**src/rtl/wb_commit_buf_if.sv**
```systemverilog
// Bundle between the back end and the write-back commit buffer:
// result inputs, retire hold, register-file write ports and status.
interface wb_commit_buf_if #(
   parameter int DEPTH  = 4,
   parameter int ADDR_W = 5,
   parameter int DATA_W = 32
);
   localparam int CNT_W = $clog2(DEPTH) + 1;

   logic                   in0_valid;
   logic [ADDR_W-1:0]      in0_waddr;
   logic [DATA_W-1:0]      in0_wdata;
   logic                   in1_valid;
   logic [ADDR_W-1:0]      in1_waddr;
   logic [DATA_W-1:0]      in1_wdata;
   logic                   in_ready;
   logic                   hold;
   logic                   we1;
   logic [ADDR_W-1:0]      waddr1;
   logic [DATA_W-1:0]      wdata1;
   logic                   we2;
   logic [ADDR_W-1:0]      waddr2;
   logic [DATA_W-1:0]      wdata2;
   logic [(1<<ADDR_W)-1:0] pending;
   logic [CNT_W-1:0]       count;

   modport master (
      output in0_valid, in0_waddr, in0_wdata,
      output in1_valid, in1_waddr, in1_wdata,
      output hold,
      input  in_ready,
      input  we1, waddr1, wdata1,
      input  we2, waddr2, wdata2,
      input  pending, count
   );

   modport slave (
      input  in0_valid, in0_waddr, in0_wdata,
      input  in1_valid, in1_waddr, in1_wdata,
      input  hold,
      output in_ready,
      output we1, waddr1, wdata1,
      output we2, waddr2, wdata2,
      output pending, count
   );
endinterface

```
**src/rtl/wb_commit_buf.sv**
```systemverilog
// In-order write-back commit buffer: accepts up to two results per cycle and
// retires up to two per cycle onto the register-file ports, younger on port 1.
module wb_commit_buf #(
   parameter int DEPTH  = 4,
   parameter int ADDR_W = 5,
   parameter int DATA_W = 32
) (
   input  logic          clk,
   input  logic          rst,
   wb_commit_buf_if.slave bus
);
   localparam int PTR_W = $clog2(DEPTH);
   localparam int CNT_W = PTR_W + 1;
   localparam int NREG  = 1 << ADDR_W;

   logic [DEPTH-1:0]  valid_q, valid_d;
   logic [ADDR_W-1:0] addr_q [DEPTH];
   logic [ADDR_W-1:0] addr_d [DEPTH];
   logic [DATA_W-1:0] data_q [DEPTH];
   logic [DATA_W-1:0] data_d [DEPTH];
   logic [PTR_W-1:0]  rptr_q, rptr_d, wptr_q, wptr_d;
   logic [CNT_W-1:0]  count_q, count_d;

   logic              ready;
   logic              acc0, acc1;
   logic [1:0]        n_ret;
   logic [PTR_W-1:0]  rptr_nx, wptr_nx;
   logic [NREG-1:0]   pending_v;

   always_comb begin
      ready   = (count_q <= CNT_W'(DEPTH - 2));
      acc0    = bus.in0_valid && ready && (bus.in0_waddr != '0);
      acc1    = bus.in1_valid && ready && (bus.in1_waddr != '0);
      rptr_nx = rptr_q + PTR_W'(1);
      wptr_nx = wptr_q + PTR_W'(1);
      if (bus.hold || count_q == '0) begin
         n_ret = 2'd0;
      end else if (count_q == CNT_W'(1)) begin
         n_ret = 2'd1;
      end else begin
         n_ret = 2'd2;
      end
   end

   // A lone retiring entry goes to port 1; in a pair the younger takes port 1
   // so the register file's port-1 priority keeps the newest value.
   always_comb begin
      bus.we1    = 1'b0;
      bus.waddr1 = '0;
      bus.wdata1 = '0;
      bus.we2    = 1'b0;
      bus.waddr2 = '0;
      bus.wdata2 = '0;
      if (n_ret == 2'd1) begin
         bus.we1    = 1'b1;
         bus.waddr1 = addr_q[rptr_q];
         bus.wdata1 = data_q[rptr_q];
      end else if (n_ret == 2'd2) begin
         bus.we2    = 1'b1;
         bus.waddr2 = addr_q[rptr_q];
         bus.wdata2 = data_q[rptr_q];
         bus.we1    = 1'b1;
         bus.waddr1 = addr_q[rptr_nx];
         bus.wdata1 = data_q[rptr_nx];
      end
   end

   always_comb begin
      pending_v = '0;
      for (int i = 0; i < DEPTH; i++) begin
         if (valid_q[i]) begin
            pending_v[addr_q[i]] = 1'b1;
         end
      end
      pending_v[0] = 1'b0;
   end

   assign bus.pending  = pending_v;
   assign bus.count    = count_q;
   assign bus.in_ready = ready;

   // Retired and newly written slots never overlap because accepts require
   // at least two free entries before this cycle's retirement.
   always_comb begin
      valid_d = valid_q;
      addr_d  = addr_q;
      data_d  = data_q;
      rptr_d  = rptr_q;
      wptr_d  = wptr_q;
      if (n_ret == 2'd1) begin
         valid_d[rptr_q] = 1'b0;
         rptr_d          = rptr_nx;
      end else if (n_ret == 2'd2) begin
         valid_d[rptr_q]  = 1'b0;
         valid_d[rptr_nx] = 1'b0;
         rptr_d           = rptr_q + PTR_W'(2);
      end
      if (acc0 && acc1) begin
         valid_d[wptr_q]  = 1'b1;
         addr_d[wptr_q]   = bus.in0_waddr;
         data_d[wptr_q]   = bus.in0_wdata;
         valid_d[wptr_nx] = 1'b1;
         addr_d[wptr_nx]  = bus.in1_waddr;
         data_d[wptr_nx]  = bus.in1_wdata;
         wptr_d           = wptr_q + PTR_W'(2);
      end else if (acc0) begin
         valid_d[wptr_q] = 1'b1;
         addr_d[wptr_q]  = bus.in0_waddr;
         data_d[wptr_q]  = bus.in0_wdata;
         wptr_d          = wptr_nx;
      end else if (acc1) begin
         valid_d[wptr_q] = 1'b1;
         addr_d[wptr_q]  = bus.in1_waddr;
         data_d[wptr_q]  = bus.in1_wdata;
         wptr_d          = wptr_nx;
      end
      count_d = count_q + CNT_W'(acc0) + CNT_W'(acc1) - CNT_W'(n_ret);
   end

   always_ff @(posedge clk or negedge rst) begin
      if (!rst) begin
         valid_q <= '0;
         rptr_q  <= '0;
         wptr_q  <= '0;
         count_q <= '0;
         for (int i = 0; i < DEPTH; i++) begin
            addr_q[i] <= '0;
            data_q[i] <= '0;
         end
      end else begin
         valid_q <= valid_d;
         rptr_q  <= rptr_d;
         wptr_q  <= wptr_d;
         count_q <= count_d;
         addr_q  <= addr_d;
         data_q  <= data_d;
      end
   end
endmodule
```
**src/flat_wrapper.sv**
```systemverilog
// flat-port wrapper written by rule: the top's interface ports become plain ports
module wb_commit_buf_flat 
#(
   parameter int DEPTH  = 4,
   parameter int ADDR_W = 5,
   parameter int DATA_W = 32
)
  (clk, rst, bus_in0_valid, bus_in0_waddr, bus_in0_wdata, bus_in1_valid, bus_in1_waddr, bus_in1_wdata, bus_hold, bus_in_ready, bus_we1, bus_waddr1, bus_wdata1, bus_we2, bus_waddr2, bus_wdata2, bus_pending, bus_count);
  wb_commit_buf_if #(.DEPTH(DEPTH), .ADDR_W(ADDR_W), .DATA_W(DATA_W)) bus_i ();
  input  logic clk;
  input  logic rst;
  input wire logic [$bits(bus_i.in0_valid)-1:0] bus_in0_valid;
  input wire logic [$bits(bus_i.in0_waddr)-1:0] bus_in0_waddr;
  input wire logic [$bits(bus_i.in0_wdata)-1:0] bus_in0_wdata;
  input wire logic [$bits(bus_i.in1_valid)-1:0] bus_in1_valid;
  input wire logic [$bits(bus_i.in1_waddr)-1:0] bus_in1_waddr;
  input wire logic [$bits(bus_i.in1_wdata)-1:0] bus_in1_wdata;
  input wire logic [$bits(bus_i.hold)-1:0] bus_hold;
  output wire logic [$bits(bus_i.in_ready)-1:0] bus_in_ready;
  output wire logic [$bits(bus_i.we1)-1:0] bus_we1;
  output wire logic [$bits(bus_i.waddr1)-1:0] bus_waddr1;
  output wire logic [$bits(bus_i.wdata1)-1:0] bus_wdata1;
  output wire logic [$bits(bus_i.we2)-1:0] bus_we2;
  output wire logic [$bits(bus_i.waddr2)-1:0] bus_waddr2;
  output wire logic [$bits(bus_i.wdata2)-1:0] bus_wdata2;
  output wire logic [$bits(bus_i.pending)-1:0] bus_pending;
  output wire logic [$bits(bus_i.count)-1:0] bus_count;
  assign bus_i.in0_valid = bus_in0_valid;
  assign bus_i.in0_waddr = bus_in0_waddr;
  assign bus_i.in0_wdata = bus_in0_wdata;
  assign bus_i.in1_valid = bus_in1_valid;
  assign bus_i.in1_waddr = bus_in1_waddr;
  assign bus_i.in1_wdata = bus_in1_wdata;
  assign bus_i.hold = bus_hold;
  assign bus_in_ready = bus_i.in_ready;
  assign bus_we1 = bus_i.we1;
  assign bus_waddr1 = bus_i.waddr1;
  assign bus_wdata1 = bus_i.wdata1;
  assign bus_we2 = bus_i.we2;
  assign bus_waddr2 = bus_i.waddr2;
  assign bus_wdata2 = bus_i.wdata2;
  assign bus_pending = bus_i.pending;
  assign bus_count = bus_i.count;
  wb_commit_buf #(.DEPTH(DEPTH), .ADDR_W(ADDR_W), .DATA_W(DATA_W)) u_core (.clk(clk), .rst(rst), .bus(bus_i));
endmodule
```
**config.mk**
```make
export PLATFORM = sky130hd
export DESIGN_NAME = wb_commit_buf_flat
export DESIGN_NICKNAME = d
export VERILOG_FILES = /design/src/rtl/wb_commit_buf_if.sv /design/src/rtl/wb_commit_buf.sv /design/src/flat_wrapper.sv
export SDC_FILE = /design/constraint.sdc
export NUM_CORES = 1
export LEC_CHECK = 0
export CAP_MARGIN = 20
export CORE_MARGIN = 2
export CORE_UTILIZATION = 45
export DETAILED_ROUTE_END_ITERATION = 10
export PLACE_DENSITY_LB_ADDON = 0.08
export SETUP_SLACK_MARGIN = 0.02
export SLEW_MARGIN = 10
export SYNTH_ARGS = -nofsm -noshare
export SYNTH_HDL_FRONTEND = slang
export SYNTH_SLANG_ARGS = --single-unit
export TNS_END_PERCENT = 10
```
**constraint.sdc**
```tcl
create_clock -name clk -period 6.4 [get_ports clk]
set_input_delay 1.6 -clock clk [delete_from_list [all_inputs] [get_ports clk]]
set_output_delay 1.6 -clock clk [all_outputs]
set_load 0.02 [all_outputs]
```
==> results.sh, run 1 <==
export IMPL_crit_fanout=22
export IMPL_setup_violations=0
export IMPL_synth_top_area_share_pct=26.9
export IMPL_p_leak_uw=0.00605
export IMPL_place_gp_congestion=0.948
export IMPL_syn_area_um2=14800
export IMPL_final_cells=2179
export IMPL_dieWidth_um=185
export IMPL_numCtsBuffers=17
export IMPL_hold_buffers=0
export IMPL_ir_drop_mv=0.321
export IMPL_hold_viol=0
export IMPL_finalCritPeriodShare_pct=83.5
export IMPL_die_h_um=185
export IMPL_synth_edff_count=0
export IMPL_io_pins=191
export IMPL_area_delta_synth_final_pct=18.4
export IMPL_place_inst=2144
export IMPL_fillerInstances=2957
export IMPL_synth_ff_type="dfrtp_1"
export IMPL_yosys_warnings=0
export IMPL_cts_setup_buffers=0
export IMPL_viasPerCell=6.71
export IMPL_p_per_area_nw_per_um2=534
export IMPL_p_total_uw=9360
export IMPL_start_kind="register"
export IMPL_cts_resized=0
export IMPL_rsz0062_at_grt="false"
export IMPL_clk_pin_slew_worst_paths_ns=0.07
export IMPL_cts_sinks=159
export IMPL_regArea_um2=3980
export IMPL_final_nets=1815
export IMPL_ctsLongestPathBuffers=2
export IMPL_synth_top_cells_by_count="o21ai_0, mux2i_1, nand2_1, dfrtp_1, clkbuf_1"
export IMPL_finClkSkew_ns=0.0220
export IMPL_fmax_mhz=187
export IMPL_syn_num_nets=1754
export IMPL_syn_area_per_cell_um2=8.91
export IMPL_synthArstFlopShare_pct=100
export IMPL_dieArea_um2=34400
export IMPL_antenna_found_initial=3
export IMPL_wirelength_mm=50.1
export IMPL_final_area_um2=17500
export IMPL_grt_max_degree=118
export IMPL_fin_crit_ns=5.34
export IMPL_cts_root_buf="clkbuf_16"
export IMPL_endpoint_kind="output port"
export IMPL_drive_above_1_share_pct=9.17
export IMPL_grt_pass1_vias=13457
export IMPL_synthCells=1661
export IMPL_post_drt_wl_per_cell_um=23.0
export IMPL_placed_area_um2=16900
export IMPL_worstPathRequired_ns=4.80
export IMPL_coreArea_um2=32500
export IMPL_grt_use_total_pct=28.7
export IMPL_setup_tns_ns=0
export IMPL_synth_area_leaders="dfrtp_1, mux2i_1, mux4_2"
export IMPL_htree_num_levels=4
export IMPL_min_path_type="register to register"
export IMPL_slew_violations=0
export IMPL_whs_ns=0.585
export IMPL_seq_area_frac_synth_pct=26.9
export IMPL_initial_core_util_pct=45.6
export IMPL_ys_seq_elements=159
export IMPL_vias=14616
export IMPL_overflow=0
export IMPL_multi_input_area_um2=10100
export IMPL_slew_headroom_pct=31.0
export IMPL_grt_pass1_wl_mm=77.7
export IMPL_port_buffers=189
export IMPL_ys_types=55
export IMPL_rows=66
export IMPL_crit_type="register to output port"
export IMPL_cts_tree="done"
export IMPL_drtIter0Drc=1526
export IMPL_firstDrtPassIters=6
export IMPL_drc=0
export IMPL_worst_pin_slew_ns=1.04
export IMPL_status="finished clean"
export IMPL_final_antenna_net_count=0
export IMPL_max_cap_violations=0
export IMPL_worstPathArrival_ns=3.74
export IMPL_yosysTopAreaCell="dfrtp_1"
export IMPL_yosysMostFrequentCell="o21ai_0"
export IMPL_clock_latency_ns=0.44
export IMPL_dpl_hpwl_mm=30.7
==> final cells by class <==
type	instances	share of cell area, %
Antenna cell	3	0.0428
Timing Repair Buffer	220	12.5
Inverter	29	0.621
Tap cell	442	3.16
Multi-Input combinational cell	1295	57.5
Sequential cell	159	22.7
Clock buffer	18	2.45
Clock inverter	13	0.999
==> state kept, by name (all words and copies together) (netlist names) <==
register,flops
u_core.addr_q,20
u_core.bus.count,3
u_core.data_q,128
u_core.rptr_q,2
u_core.valid_q,4
u_core.wptr_q,2
==> stage by stage <==
step	setup slack (ns)	util (%)
6_report	1.06	54.0
5_1_grt	0.895	54.0
4_1_cts	1.02	53.9
3_5_place_dp	1.12	52.0
3_3_place_gp	1.17	52.0
2_1_floorplan	1.69	-
==> worst paths after layout <==
path | cells after the start | from | to | slack (ns)
hold / removal | 2 | u_core.data_q[127] | u_core.data_q[127] | 0.59
hold reg to reg | 2 | u_core.data_q[127] | u_core.data_q[127] | 0.59
setup reg to reg | 11 | u_core.bus.count[1] | u_core.bus.count[2] | 2.90
setup / recovery | 6 | u_core.rptr_q[0] | bus_wdata1[17] | 1.06
max in group asynchronous | 2 | rst | u_core.rptr_q[0] | 3.90
min in group asynchronous | 1 | rst | u_core.data_q[33] | 1.29
==> kinds of logic (layout without fill, tap and decap cells) <==
family | Yosys count | count (layout) | share of synthesized area (%)
AOI/OAI and AO/OA | 553 | 553 | 24.8
and+or+nand+nor | 455 | 455 | 16.7
muxes | 269 | 269 | 24.5
buffers and inverters | 207 | 280 | 5.61
DFF | 159 | 159 | 26.9
adders and majority gates | 14 | 14 | 1.28
xor gates and xnor gates | 3 | 3 | 0.178
other | 1 | 4 | 0.0253
==> layer usage <==
metal	wire length (um)	vias to the layer above	GRT usage, %
met5	0	-	0
met4	920	0	8.92
met3	3490	78	4.38
met2	23700	671	45.0
met1	22100	7310	40.7
li1	-	6557	-
==> cell usage in the layout (no fill, tap or decap), types with 4 or more instances in the layout <==
master	count
inv_1	27
o21ai_0	282
a22o_1	37
nor2_1	31
nor3b_1	135
inv_6	6
and2_1	38
and3_1	6
a221oi_1	136
nand2_1	173
clkbuf_16	17
dfrtp_1	157
nand3b_1	5
a22oi_1	16
a21oi_1	18
ha_4	6
a221o_1	8
nor3_1	21
nand3_1	22
mux2i_1	189
clkdlybuf4s50_1	188
a211o_1	4
or3_1	6
nor2b_1	4
o22ai_1	11
buf_4	27
o221ai_1	22
mux4_2	74
o211ai_1	4
mux2_2	5
ha_1	5
==> where the power goes <==
group / total, uW / switching, uW / internal (uW)
combinational: 6350 / 3480 / 2870
sequential: 1920 / 554 / 1370
clock: 1090 / 468 / 622
==> critical path, stage by stage (launching register included) <==
cell	delay, ns
dfrtp_4	0.60
inv_1	0.14
ha_2	0.94
buf_4	0.36
mux4_2	0.54
a22o_1	0.19
clkdlybuf4s50_1	0.53
(Power assumes the default switching activity.)
==> inputs of run 2 (changes only) <==
==> constraint.sdc (replaced) <==
create_clock -name clk -period 4.5 [get_ports clk]
set_input_delay 1.125 -clock clk [delete_from_list [all_inputs] [get_ports clk]]
set_output_delay 1.125 -clock clk [all_outputs]
set_load 0.02 [all_outputs]
==> run 2 against run 1 <==
Compared with the run above: die area unchanged; non-clock buffer count up 23; via count about the same; largest cell class unchanged; largest power group unchanged.
==> results.sh, run 2 (synthesis results as in run 1) <==
export IMPL_cts_resized=0
export IMPL_dpl_hpwl_mm=31.1
export IMPL_reg_top3="u_core.data_q: 128 flops, u_core.addr_q: 20 flops, u_core.valid_q: 4 flops"
export IMPL_dieWidth_um=185
export IMPL_worstPathRequired_ns=3.38
export IMPL_endpoint_kind="output port"
export IMPL_final_antenna_net_count=0
export IMPL_cts_sinks=159
export IMPL_worst_pin_slew_ns=1.01
export IMPL_min_path_type="register to register"
export IMPL_worstPathArrival_ns=3.07
export IMPL_fillerInstances=2895
export IMPL_largest_reg_flops=128
export IMPL_grt_use_total_pct=29.2
export IMPL_initial_core_util_pct=45.6
export IMPL_rsz0062_at_grt="false"
export IMPL_critical_path_buf_inv_count=3
export IMPL_regArea_um2=3980
export IMPL_io_pins=191
export IMPL_p_total_uw=13300
export IMPL_placed_area_um2=17200
export IMPL_post_drt_wl_per_cell_um=22.7
export IMPL_drive_above_1_share_pct=10.5
export IMPL_antenna_found_initial=1
export IMPL_rows=66
export IMPL_vias=14610
export IMPL_coreArea_um2=32500
export IMPL_finClkSkew_ns=0.0141
export IMPL_place_gp_congestion=0.923
export IMPL_grt_max_degree=145
export IMPL_final_cells=2201
export IMPL_hold_buffers=0
export IMPL_worstPathCellList="inv_1, ha_2, buf_4, mux4_2, a22o_1, clkdlybuf4s50_1"
export IMPL_slew_violations=0
export IMPL_ctsLongestPathBuffers=2
export IMPL_fin_crit_ns=4.19
export IMPL_drc=0
export IMPL_hold_viol=0
export IMPL_r2r_end="u_core.addr_q[19]"
export IMPL_final_area_um2=17800
export IMPL_p_switching_uw=6410
export IMPL_cts_tree="done"
export IMPL_min_delay_start="u_core.bus.count[2]"
export IMPL_crit_fanout=9
export IMPL_place_inst=2168
export IMPL_rrSetupSlack_ns=1.39
export IMPL_finalCritPeriodShare_pct=93.2
export IMPL_area_delta_synth_final_pct=20.1
export IMPL_swShare_pct=48.1
export IMPL_viasPerCell=6.64
export IMPL_status="finished clean"
export IMPL_slew_headroom_pct=32.8
export IMPL_grt_pass1_vias=13937
export IMPL_die_h_um=185
export IMPL_wirelength_mm=49.9
export IMPL_reg2reg_from="u_core.bus.count[1]"
export IMPL_multi_input_area_um2=10100
export IMPL_numCtsBuffers=17
export IMPL_slowest_delay_ns=0.58
export IMPL_p_leak_uw=0.00620
export IMPL_fmax_mhz=238
export IMPL_port_buffers=189
export IMPL_ir_drop_mv=0.531
export IMPL_crit_family="buffers and inverters"
export IMPL_regMostFlops="u_core.data_q"
export IMPL_reg2reg_depth=9
export IMPL_crit_path_top_delay_cell="ha_2"
export IMPL_drtIter0Drc=1371
export IMPL_pwr_share_seq_pct=20.2
export IMPL_cts_setup_buffers=0
export IMPL_crit_type="register to output port"
export IMPL_overflow=0
export IMPL_p_per_area_nw_per_um2=749
export IMPL_start_kind="register"
export IMPL_layout_commonest_cell="o21ai_0"
export IMPL_setup_tns_ns=0
export IMPL_firstDrtPassIters=6
export IMPL_p_int_uw=6910
export IMPL_pwr_share_clk_pct=11.2
export IMPL_clock_latency_ns=0.44
export IMPL_final_nets=1838
export IMPL_pwr_share_comb_pct=68.6
export IMPL_holdPathEnd="u_core.bus.count[2]"
export IMPL_max_cap_violations=0
export IMPL_dieArea_um2=34400
export IMPL_grt_pass1_wl_mm=79.2
export IMPL_mostFrequentLayoutCells="o21ai_0, mux2i_1, clkdlybuf4s50_1"
export IMPL_setup_violations=0
export IMPL_clk_pin_slew_worst_paths_ns=0.07
export IMPL_htree_num_levels=4
export IMPL_cts_root_buf="clkbuf_16"
export IMPL_worst_hold_path_num_cells=1
-- run 2: changes by cell type in the layout (fill, tap and decap cells not counted), sizes merged --
cell / change
buf: +23
bufinv: -2
clkinv: +2
clkinvlp: -1
diode: -2
inv: +2
-- run 2: cell type report --
type,count,share of cell area (%)
Multi-Input combinational cell,1295,56.7
Sequential cell,159,22.4
Timing Repair Buffer,243,13.8
Tap cell,442,3.11
Clock buffer,18,2.47
Clock inverter,14,0.809
Inverter,29,0.612
Antenna cell,1,0.0141
-- run 2: worst max-delay path by stage --
stage / start / endpoint / cells after the start
3_3_place_gp: bus_hold / bus_wdata1[18] / 6
6_report: u_core.rptr_q[0] / bus_wdata1[17] / 6
4_1_cts: u_core.rptr_q[0] / bus_wdata1[17] / 6
2_1_floorplan: u_core.rptr_q[0] / bus_wdata1[31] / 7
3_5_place_dp: bus_hold / bus_wdata2[26] / 6
5_1_grt: u_core.rptr_q[0] / bus_wdata1[24] / 6
-- run 2: worst register-to-register path, delay by kind of cell (launching register included) --
kind / cells / cell delay [ns]
AO/OA/AOI/OAI: 3 / 0.69
adder cells (fa/ha/maj): 1 / 0.15
buffers and inverters: 3 / 0.91
flip-flops: 1 / 0.44
AND/OR/NAND/NOR: 2 / 0.81
-- run 2: stage by stage --
stage               hold slack, ns  worst slack [ns]  utilization (%)
floorplan                    0.506             0.267                -
global placement             0.557             0.365             53.0
detailed placement           0.563             0.320             53.0
CTS                          0.577             0.278             54.8
global route                 0.624             0.188             54.8
finish                       0.572             0.307             54.8
-- run 2: layer usage --
metal | wire length (um) | global-route usage, % | vias to the layer above | part of all wire, %
met5 | 0 | 0 | - | 0
met4 | 702 | 7.59 | 0 | 1.4
met3 | 3490 | 4.29 | 62 | 7.0
met2 | 23700 | 47.6 | 642 | 47
met1 | 22000 | 40.6 | 7292 | 44
li1 | - | - | 6614 | -
-- run 2: power by group through the flow --
stage | clock [uW] | sequential, uW | combinational, uW
after floorplan | 0 | 2360 | 6540
after global placement | 0 | 2640 | 8960
after detailed placement | 0 | 2680 | 9110
after CTS | 1510 | 2660 | 9150
after global routing | 1560 | 2770 | 9970
final | 1500 | 2690 | 9130
